`config.mk`:
```
export PLATFORM = sky130hd
export DESIGN_NAME = hd44780_controller
export DESIGN_NICKNAME = d
export VERILOG_FILES = /design/src/rtl/hd44780_pkg.sv /design/src/rtl/hd44780_delay_timer.sv /design/src/rtl/hd44780_controller.sv
export SDC_FILE = /design/constraint.sdc
export NUM_CORES = 1
export LEC_CHECK = 0
export ABC_CLOCK_PERIOD_IN_PS = 4600
export CAP_MARGIN = 25
export CORE_MARGIN = 1.5
export CORE_UTILIZATION = 60
export DETAILED_ROUTE_END_ITERATION = 10
export PLACE_DENSITY_LB_ADDON = 0.1
export SYNTH_ARGS = -nofsm -noshare
export SYNTH_HDL_FRONTEND = slang
export SYNTH_HIERARCHICAL = 1
export SYNTH_SLANG_ARGS = --single-unit
```
`constraint.sdc`:
```
create_clock -name i_clk -period 4.6 [get_ports i_clk]
set_input_delay 1.38 -clock i_clk [delete_from_list [all_inputs] [get_ports i_clk]]
set_output_delay 1.38 -clock i_clk [all_outputs]
set_load 0.05 [all_outputs]
```
`src/rtl/hd44780_pkg.sv`:
```
// Shared FSM state type, LCD command bytes and the power-on init ROM for the
// 8-bit HD44780 write-only controller.
package hd44780_pkg;

   typedef enum logic [2:0] {
      POWERUP   = 3'd0,
      INIT_LOAD = 3'd1,
      IDLE      = 3'd2,
      SETUP     = 3'd3,
      E_HIGH    = 3'd4,
      HOLD      = 3'd5,
      EXEC_WAIT = 3'd6
   } state_e;

   localparam logic [7:0] CMD_FUNC_SET_8B2L = 8'h38;
   localparam logic [7:0] CMD_DISPLAY_ON    = 8'h0C;
   localparam logic [7:0] CMD_CLEAR         = 8'h01;
   localparam logic [7:0] CMD_ENTRY_INC     = 8'h06;

   localparam int unsigned INIT_LEN = 7;

   function automatic logic [7:0] init_rom(input logic [2:0] idx);
      logic [7:0] b;
      case (idx)
         3'd0, 3'd1, 3'd2, 3'd3: b = CMD_FUNC_SET_8B2L;
         3'd4:                   b = CMD_DISPLAY_ON;
         3'd5:                   b = CMD_CLEAR;
         3'd6:                   b = CMD_ENTRY_INC;
         default:                b = CMD_FUNC_SET_8B2L;
      endcase
      return b;
   endfunction

   // Clear and return-home commands need the long execution wait.
   function automatic logic is_slow_cmd(input logic rs, input logic [7:0] data);
      return (rs == 1'b0) && ((data == 8'h01) || (data == 8'h02) || (data == 8'h03));
   endfunction

   function automatic int unsigned max_u(input int unsigned a, input int unsigned b);
      return (a > b) ? a : b;
   endfunction

endpackage

```
`src/rtl/hd44780_delay_timer.sv`:
```
// Loadable down-counter: takes a value on load, counts down to zero and
// parks there; done is high whenever the count is zero.
module hd44780_delay_timer #(
   parameter int unsigned P_WIDTH = 8
) (
   input  logic               i_clk,
   input  logic               i_reset,
   input  logic               i_load,
   input  logic [P_WIDTH-1:0] i_value,
   output logic [P_WIDTH-1:0] o_value,
   output logic               o_done
);

   localparam logic [P_WIDTH-1:0] ONE  = P_WIDTH'(1);
   localparam logic [P_WIDTH-1:0] ZERO = {P_WIDTH{1'b0}};

   logic [P_WIDTH-1:0] count_q;
   logic [P_WIDTH-1:0] count_d;

   always_comb begin
      count_d = count_q;
      if (i_load) begin
         count_d = i_value;
      end else if (count_q != ZERO) begin
         count_d = count_q - ONE;
      end else begin
         count_d = count_q;
      end
   end

   always_ff @(posedge i_clk or posedge i_reset) begin
      if (i_reset) begin
         count_q <= ZERO;
      end else begin
         count_q <= count_d;
      end
   end

   assign o_value = count_q;
   assign o_done  = (count_q == ZERO);

endmodule

```
`src/rtl/hd44780_controller.sv`:
```
// HD44780 8-bit write controller: runs the power-on init ROM, then accepts
// command/data bytes and strobes them onto the LCD with the required timing.
module hd44780_controller
   import hd44780_pkg::*;
#(
   parameter int unsigned P_E_HIGH_CYC  = 7,
   parameter int unsigned P_POWERUP_CYC = 200000,
   parameter int unsigned P_INIT1_CYC   = 50000,
   parameter int unsigned P_INIT2_CYC   = 1200,
   parameter int unsigned P_EXEC_CYC    = 480,
   parameter int unsigned P_CLEAR_CYC   = 19000
) (
   input  logic       i_clk,
   input  logic       i_reset,
   input  logic       i_valid,
   input  logic       i_rs,
   input  logic [7:0] i_data,
   output logic       o_ready,
   output logic       o_init_done,
   output logic       o_lcd_rs,
   output logic       o_lcd_rw,
   output logic       o_lcd_e,
   output logic [7:0] o_lcd_db
);

   localparam int unsigned MAX_WAIT = max_u(max_u(max_u(P_POWERUP_CYC, P_INIT1_CYC),
                                                  max_u(P_INIT2_CYC, P_EXEC_CYC)),
                                            max_u(P_CLEAR_CYC, P_E_HIGH_CYC));
   localparam int unsigned CNT_W = $clog2(MAX_WAIT) + 1;

   // POWERUP spends its first cycle arming the timer, hence N-2.
   localparam logic [CNT_W-1:0] LD_POWERUP = CNT_W'(P_POWERUP_CYC - 2);
   localparam logic [CNT_W-1:0] LD_E_HIGH  = CNT_W'(P_E_HIGH_CYC - 1);
   localparam logic [CNT_W-1:0] LD_INIT1   = CNT_W'(P_INIT1_CYC - 1);
   localparam logic [CNT_W-1:0] LD_INIT2   = CNT_W'(P_INIT2_CYC - 1);
   localparam logic [CNT_W-1:0] LD_EXEC    = CNT_W'(P_EXEC_CYC - 1);
   localparam logic [CNT_W-1:0] LD_CLEAR   = CNT_W'(P_CLEAR_CYC - 1);
   localparam logic [2:0]       INIT_LAST  = 3'(INIT_LEN - 1);

   state_e           state_q;
   logic [2:0]       init_idx_q;
   logic             armed_q;
   logic             lcd_e_q;
   logic             lcd_rs_q;
   logic [7:0]       lcd_db_q;
   logic             ready_q;
   logic             init_done_q;

   logic             tmr_load_s;
   logic [CNT_W-1:0] tmr_load_val_s;
   logic [CNT_W-1:0] wait_cyc_s;
   logic             tmr_done_s;
   logic [CNT_W-1:0] unused_tmr_value;

   // Execution wait starts on the falling edge of E, so HOLD is its first cycle.
   always_comb begin
      wait_cyc_s = LD_EXEC;
      if (!init_done_q && (init_idx_q == 3'd0)) begin
         wait_cyc_s = LD_INIT1;
      end else if (!init_done_q && (init_idx_q == 3'd1)) begin
         wait_cyc_s = LD_INIT2;
      end else if (is_slow_cmd(lcd_rs_q, lcd_db_q)) begin
         wait_cyc_s = LD_CLEAR;
      end else begin
         wait_cyc_s = LD_EXEC;
      end
   end

   always_comb begin
      tmr_load_s     = 1'b0;
      tmr_load_val_s = {CNT_W{1'b0}};
      case (state_q)
         POWERUP: begin
            if (!armed_q) begin
               tmr_load_s     = 1'b1;
               tmr_load_val_s = LD_POWERUP;
            end else begin
               tmr_load_s     = 1'b0;
            end
         end
         SETUP: begin
            tmr_load_s     = 1'b1;
            tmr_load_val_s = LD_E_HIGH;
         end
         E_HIGH: begin
            if (tmr_done_s) begin
               tmr_load_s     = 1'b1;
               tmr_load_val_s = wait_cyc_s;
            end else begin
               tmr_load_s     = 1'b0;
            end
         end
         default: tmr_load_s = 1'b0;
      endcase
   end

   hd44780_delay_timer #(.P_WIDTH(CNT_W)) u_timer (
      .i_clk   (i_clk),
      .i_reset (i_reset),
      .i_load  (tmr_load_s),
      .i_value (tmr_load_val_s),
      .o_value (unused_tmr_value),
      .o_done  (tmr_done_s)
   );

   always_ff @(posedge i_clk or posedge i_reset) begin
      if (i_reset) begin
         state_q     <= POWERUP;
         init_idx_q  <= 3'd0;
         armed_q     <= 1'b0;
         lcd_e_q     <= 1'b0;
         lcd_rs_q    <= 1'b0;
         lcd_db_q    <= 8'h00;
         ready_q     <= 1'b0;
         init_done_q <= 1'b0;
      end else begin
         case (state_q)
            POWERUP: begin
               if (!armed_q) begin
                  armed_q <= 1'b1;
               end else if (tmr_done_s) begin
                  state_q <= INIT_LOAD;
               end
            end
            INIT_LOAD: begin
               lcd_rs_q <= 1'b0;
               lcd_db_q <= init_rom(init_idx_q);
               state_q  <= SETUP;
            end
            IDLE: begin
               if (i_valid && ready_q) begin
                  lcd_rs_q <= i_rs;
                  lcd_db_q <= i_data;
                  ready_q  <= 1'b0;
                  state_q  <= SETUP;
               end
            end
            SETUP: begin
               lcd_e_q <= 1'b1;
               state_q <= E_HIGH;
            end
            E_HIGH: begin
               if (tmr_done_s) begin
                  lcd_e_q <= 1'b0;
                  state_q <= HOLD;
               end
            end
            HOLD, EXEC_WAIT: begin
               if (!tmr_done_s) begin
                  state_q <= EXEC_WAIT;
               end else if (init_done_q) begin
                  ready_q <= 1'b1;
                  state_q <= IDLE;
               end else if (init_idx_q == INIT_LAST) begin
                  init_done_q <= 1'b1;
                  ready_q     <= 1'b1;
                  state_q     <= IDLE;
               end else begin
                  init_idx_q <= init_idx_q + 3'd1;
                  state_q    <= INIT_LOAD;
               end
            end
            default: begin
               lcd_e_q <= 1'b0;
               ready_q <= 1'b0;
               state_q <= POWERUP;
            end
         endcase
      end
   end

   assign o_ready     = ready_q;
   assign o_init_done = init_done_q;
   assign o_lcd_rs    = lcd_rs_q;
   assign o_lcd_rw    = 1'b0;
   assign o_lcd_e     = lcd_e_q;
   assign o_lcd_db    = lcd_db_q;

endmodule

```
==> impl_metrics.toml <==
[cts]
cts_setup_buffers = 0
clock-sinks = 38
cts_buffers = 5
root_buffer = "clkbuf_8"
postCtsResizedCells = 0
cts.clk_slew.worst_paths_ns = 0.08
clockBufferDepth = 2
tritoncts = "yes"
h-tree-depth = 2
ctsHoldBuffers = 0
clock_latency_ns = 0.29

[critical_path]
cp_slowest_cell = "or4b_1"
cp.arrival_ns = 3.66
cp_max_fo = 20
reg2reg_setup_slack_ns = 1.11
required_ns = 4.78
path_class = "flip-flop to flip-flop"
end_kind = "flip-flop"
rr_worst_depth = 11
worstPathCellList = "inv_1 > ha_1 > or4b_1 > nor3_1 > and2_1 > nand3_1 > o211ai_1 > buf_4 > nand2b_1 > o31ai_1 > a21oi_1"
crit_path_max_incr_delay_ns = 0.57
startpoint_type = "flip-flop"
r2r-end = "u_timer/o_value[15]$_DFFE_PP0P_"
r2r_start = "u_timer/o_value[0]$_DFFE_PP0P_"

[synthesis]
netlist_area_sq_mm = 0.002459
synthSimpleGateAreaFrac = 0.2392
yosysTopAreaCellShare = 0.3868
synth_common_cells = "dfrtp_1, nand2_1, o21ai_0, nor2_1, inv_1"
synth_compound_area_frac = 0.1883
syn_inst = 261
synth_edf_count = 0
synth_top_family_by_area = "simple AND/OR/NAND/NOR gates"
synthMuxAreaShare = 0.04835
synthXorXnorAreaFrac = 0.05649
synth_most_common_cell = "dfrtp_1"
async_flop_share = 1.000
synth_top_flop_cell = "dfrtp_1"
synth_cell_types = 62
synth-seq-area-share = 0.3868
synthAdderAreaFrac = 0.02545
synth.top_cells.by_area = "dfrtp_1, xnor2_1, o31ai_1, nand2_1, o21ai_0"
yosys_warnings = 6
synth_seq_cells = 38
avgSynthCellArea_sq_um = 9.420
yosys.area.top_type = "dfrtp_1"

[detailed_routing]
dr.first_iter.drc_count = 114
ant_nets = 0
dr.pass1.iters = 4
drcViolationCount = 0
via_per_inst = 5.970
wl_per_cell_um = 16.75
wirelength_um = 5577
vias = 1988

[global_routing]
grt_use_met1 = 0.3109
grt_pass1_wl_um = 9121
busiest_layer = "met2"
gr-total-overflow = 0
grt_pass1_vias = 1994
grt_max_degree = 21
antenna_found_initial = 0
grtUsageMet2 = 0.4864
grt_use_met3 = 0.05912
grtUsageTotal = 0.2729

[timing]
fmax_mhz = 286.6
hold_viol_final = 0
setup-tns-final_ns = 0
whs_ns = 0.4617
finalClockSkew_ns = 0.006553
finalSetupViolations = 0
relSlewSlack = 0.3488
fin_crit_ns = 3.489
rsz0062_at_grt = "false"
slew_viol_final = 0
finalCritPeriodShare = 0.7585
tightest_slew_ns = 0.9725

[final_layout]
final_cells = 333
nets = 299
drive_above_1_share = 0.1025
layout-area-overhead-vs-synth_pct = 13.99
regArea_sq_um = 950.9
diodes = 0
nFillCells = 334
multi_input_area_sq_mm = 0.001386

[power]
p_leak_nw = 1.144
power_w = 0.0006417
ir_drop_mv = 0.1401
power-per-cell-area_mw_per_mm2 = 228.9

[die]
start_util = 0.6191
die_h_um = 67.02
die_area_sq_mm = 0.004491
num_rows = 23
io_pins = 25
fp.dieW_um = 67.02
core_area_sq_mm = 0.003971

[place]
dpl.cell_count = 325
io_buffers = 23
gp_congestion = 0.9005
hpwlAfterDp_um = 4182

[min_path]
worstHoldPathCells = 1
hold_class = "flip-flop to flip-flop"
min-delay-start = "armed_q$_DFFE_PP0P_"
hold_end = "armed_q$_DFFE_PP0P_"

[status]
status = "completed"

[flow_run]
cap_violations = 0
[sequential cells by signal, summed over array words and instances (netlist names)]
signal and cells:
u_timer/o_value 19, o_lcd_db 8, init_idx_q 3, state_q 3, armed_q 1, o_init_done 1
o_lcd_e 1, o_lcd_rs 1, o_ready 1
[cell usage in the layout (no fill, tap or decap), types with 4 or more instances in the layout]
cell type        netlist  layout
or3_1                  4       4
clkbuf_8               0       5
mux2i_1                4       4
nor4_1                10      10
o21ai_0               16      16
xnor2_1               11      11
nand2b_1               4       4
conb_1                 1       4
nor2_1                15      15
nor3_1                 8       8
inv_1                 14      14
a21oi_1               11      11
ha_1                   5       5
nand2_1               23      23
dfrtp_1               38      38
a21o_1                 6       6
clkdlybuf4s50_1        0      23
o31ai_1               12      12
[worst max-delay path by stage]
stage,startpoint,endpoint,slack [ns],depth (start not counted)
2_1_floorplan,u_timer/o_value[0]$_DFFE_PP0P_,u_timer/o_value[15]$_DFFE_PP0P_,1.76,11
3_3_place_gp,u_timer/o_value[0]$_DFFE_PP0P_,u_timer/o_value[17]$_DFFE_PP0P_,1.32,11
3_5_place_dp,u_timer/o_value[0]$_DFFE_PP0P_,u_timer/o_value[15]$_DFFE_PP0P_,1.15,11
4_1_cts,u_timer/o_value[0]$_DFFE_PP0P_,u_timer/o_value[15]$_DFFE_PP0P_,1.14,11
5_1_grt,u_timer/o_value[0]$_DFFE_PP0P_,u_timer/o_value[15]$_DFFE_PP0P_,0.81,11
6_report,u_timer/o_value[0]$_DFFE_PP0P_,u_timer/o_value[15]$_DFFE_PP0P_,1.11,11
[routing by layer]
metal / part of all wire / wire (um) / vias to the layer above
met3: 0.033 / 186 / 21
met4: 0.032 / 181 / 0
met1: 0.43 / 2423 / 934
met5: 0 / 0 / -
met2: 0.50 / 2786 / 45
li1: - / - / 988
[worst max-delay path, delay by kind of cell, from the launching register on]
family	cells	cell delay, ns
AO/OA/AOI/OAI	3	0.66
adder cells (fa/ha/maj)	1	0.22
buffers and inverters	2	0.46
flip-flops	1	0.42
AND/OR/NAND/NOR	5	1.61
[stage by stage]
stage | cell area [sq um] | utilization | setup WS [ns]
finish | 2803 | 0.7057 | 1.111
global route | 2803 | 0.7057 | 0.8112
CTS | 2803 | 0.7057 | 1.145
detailed placement | 2694 | 0.6783 | 1.149
global placement | 2694 | 0.6783 | 1.316
floorplan | 2470 | - | 1.763
[layout make-up]
| class | instances | share of cell area |
|---|---|---|
| well taps | 50 | 0.02232 |
| repair buffers | 24 | 0.08482 |
| multi-input cells | 198 | 0.4946 |
| clock inverters | 3 | 0.01429 |
| clock buffers | 5 | 0.02455 |
| inverters | 15 | 0.02009 |
| flip-flops and latches | 38 | 0.3393 |
[cells by family after synthesis]
logic type,Yosys count
other cells,1
simple gates,96
xor+xnor,15
compound gates,68
buf+inv,28
mux,10
fa+ha+maj,5
flops,38
[where the power goes]
group / internal, W / switching [W]
Sequential: 0.000335 / 0.00000217
Clock: 0.000160 / 0.000124
Combinational: 0.00000913 / 0.0000115
Total: 0.000504 / 0.000138
Note: power is estimated with default switching activity, not from simulation.
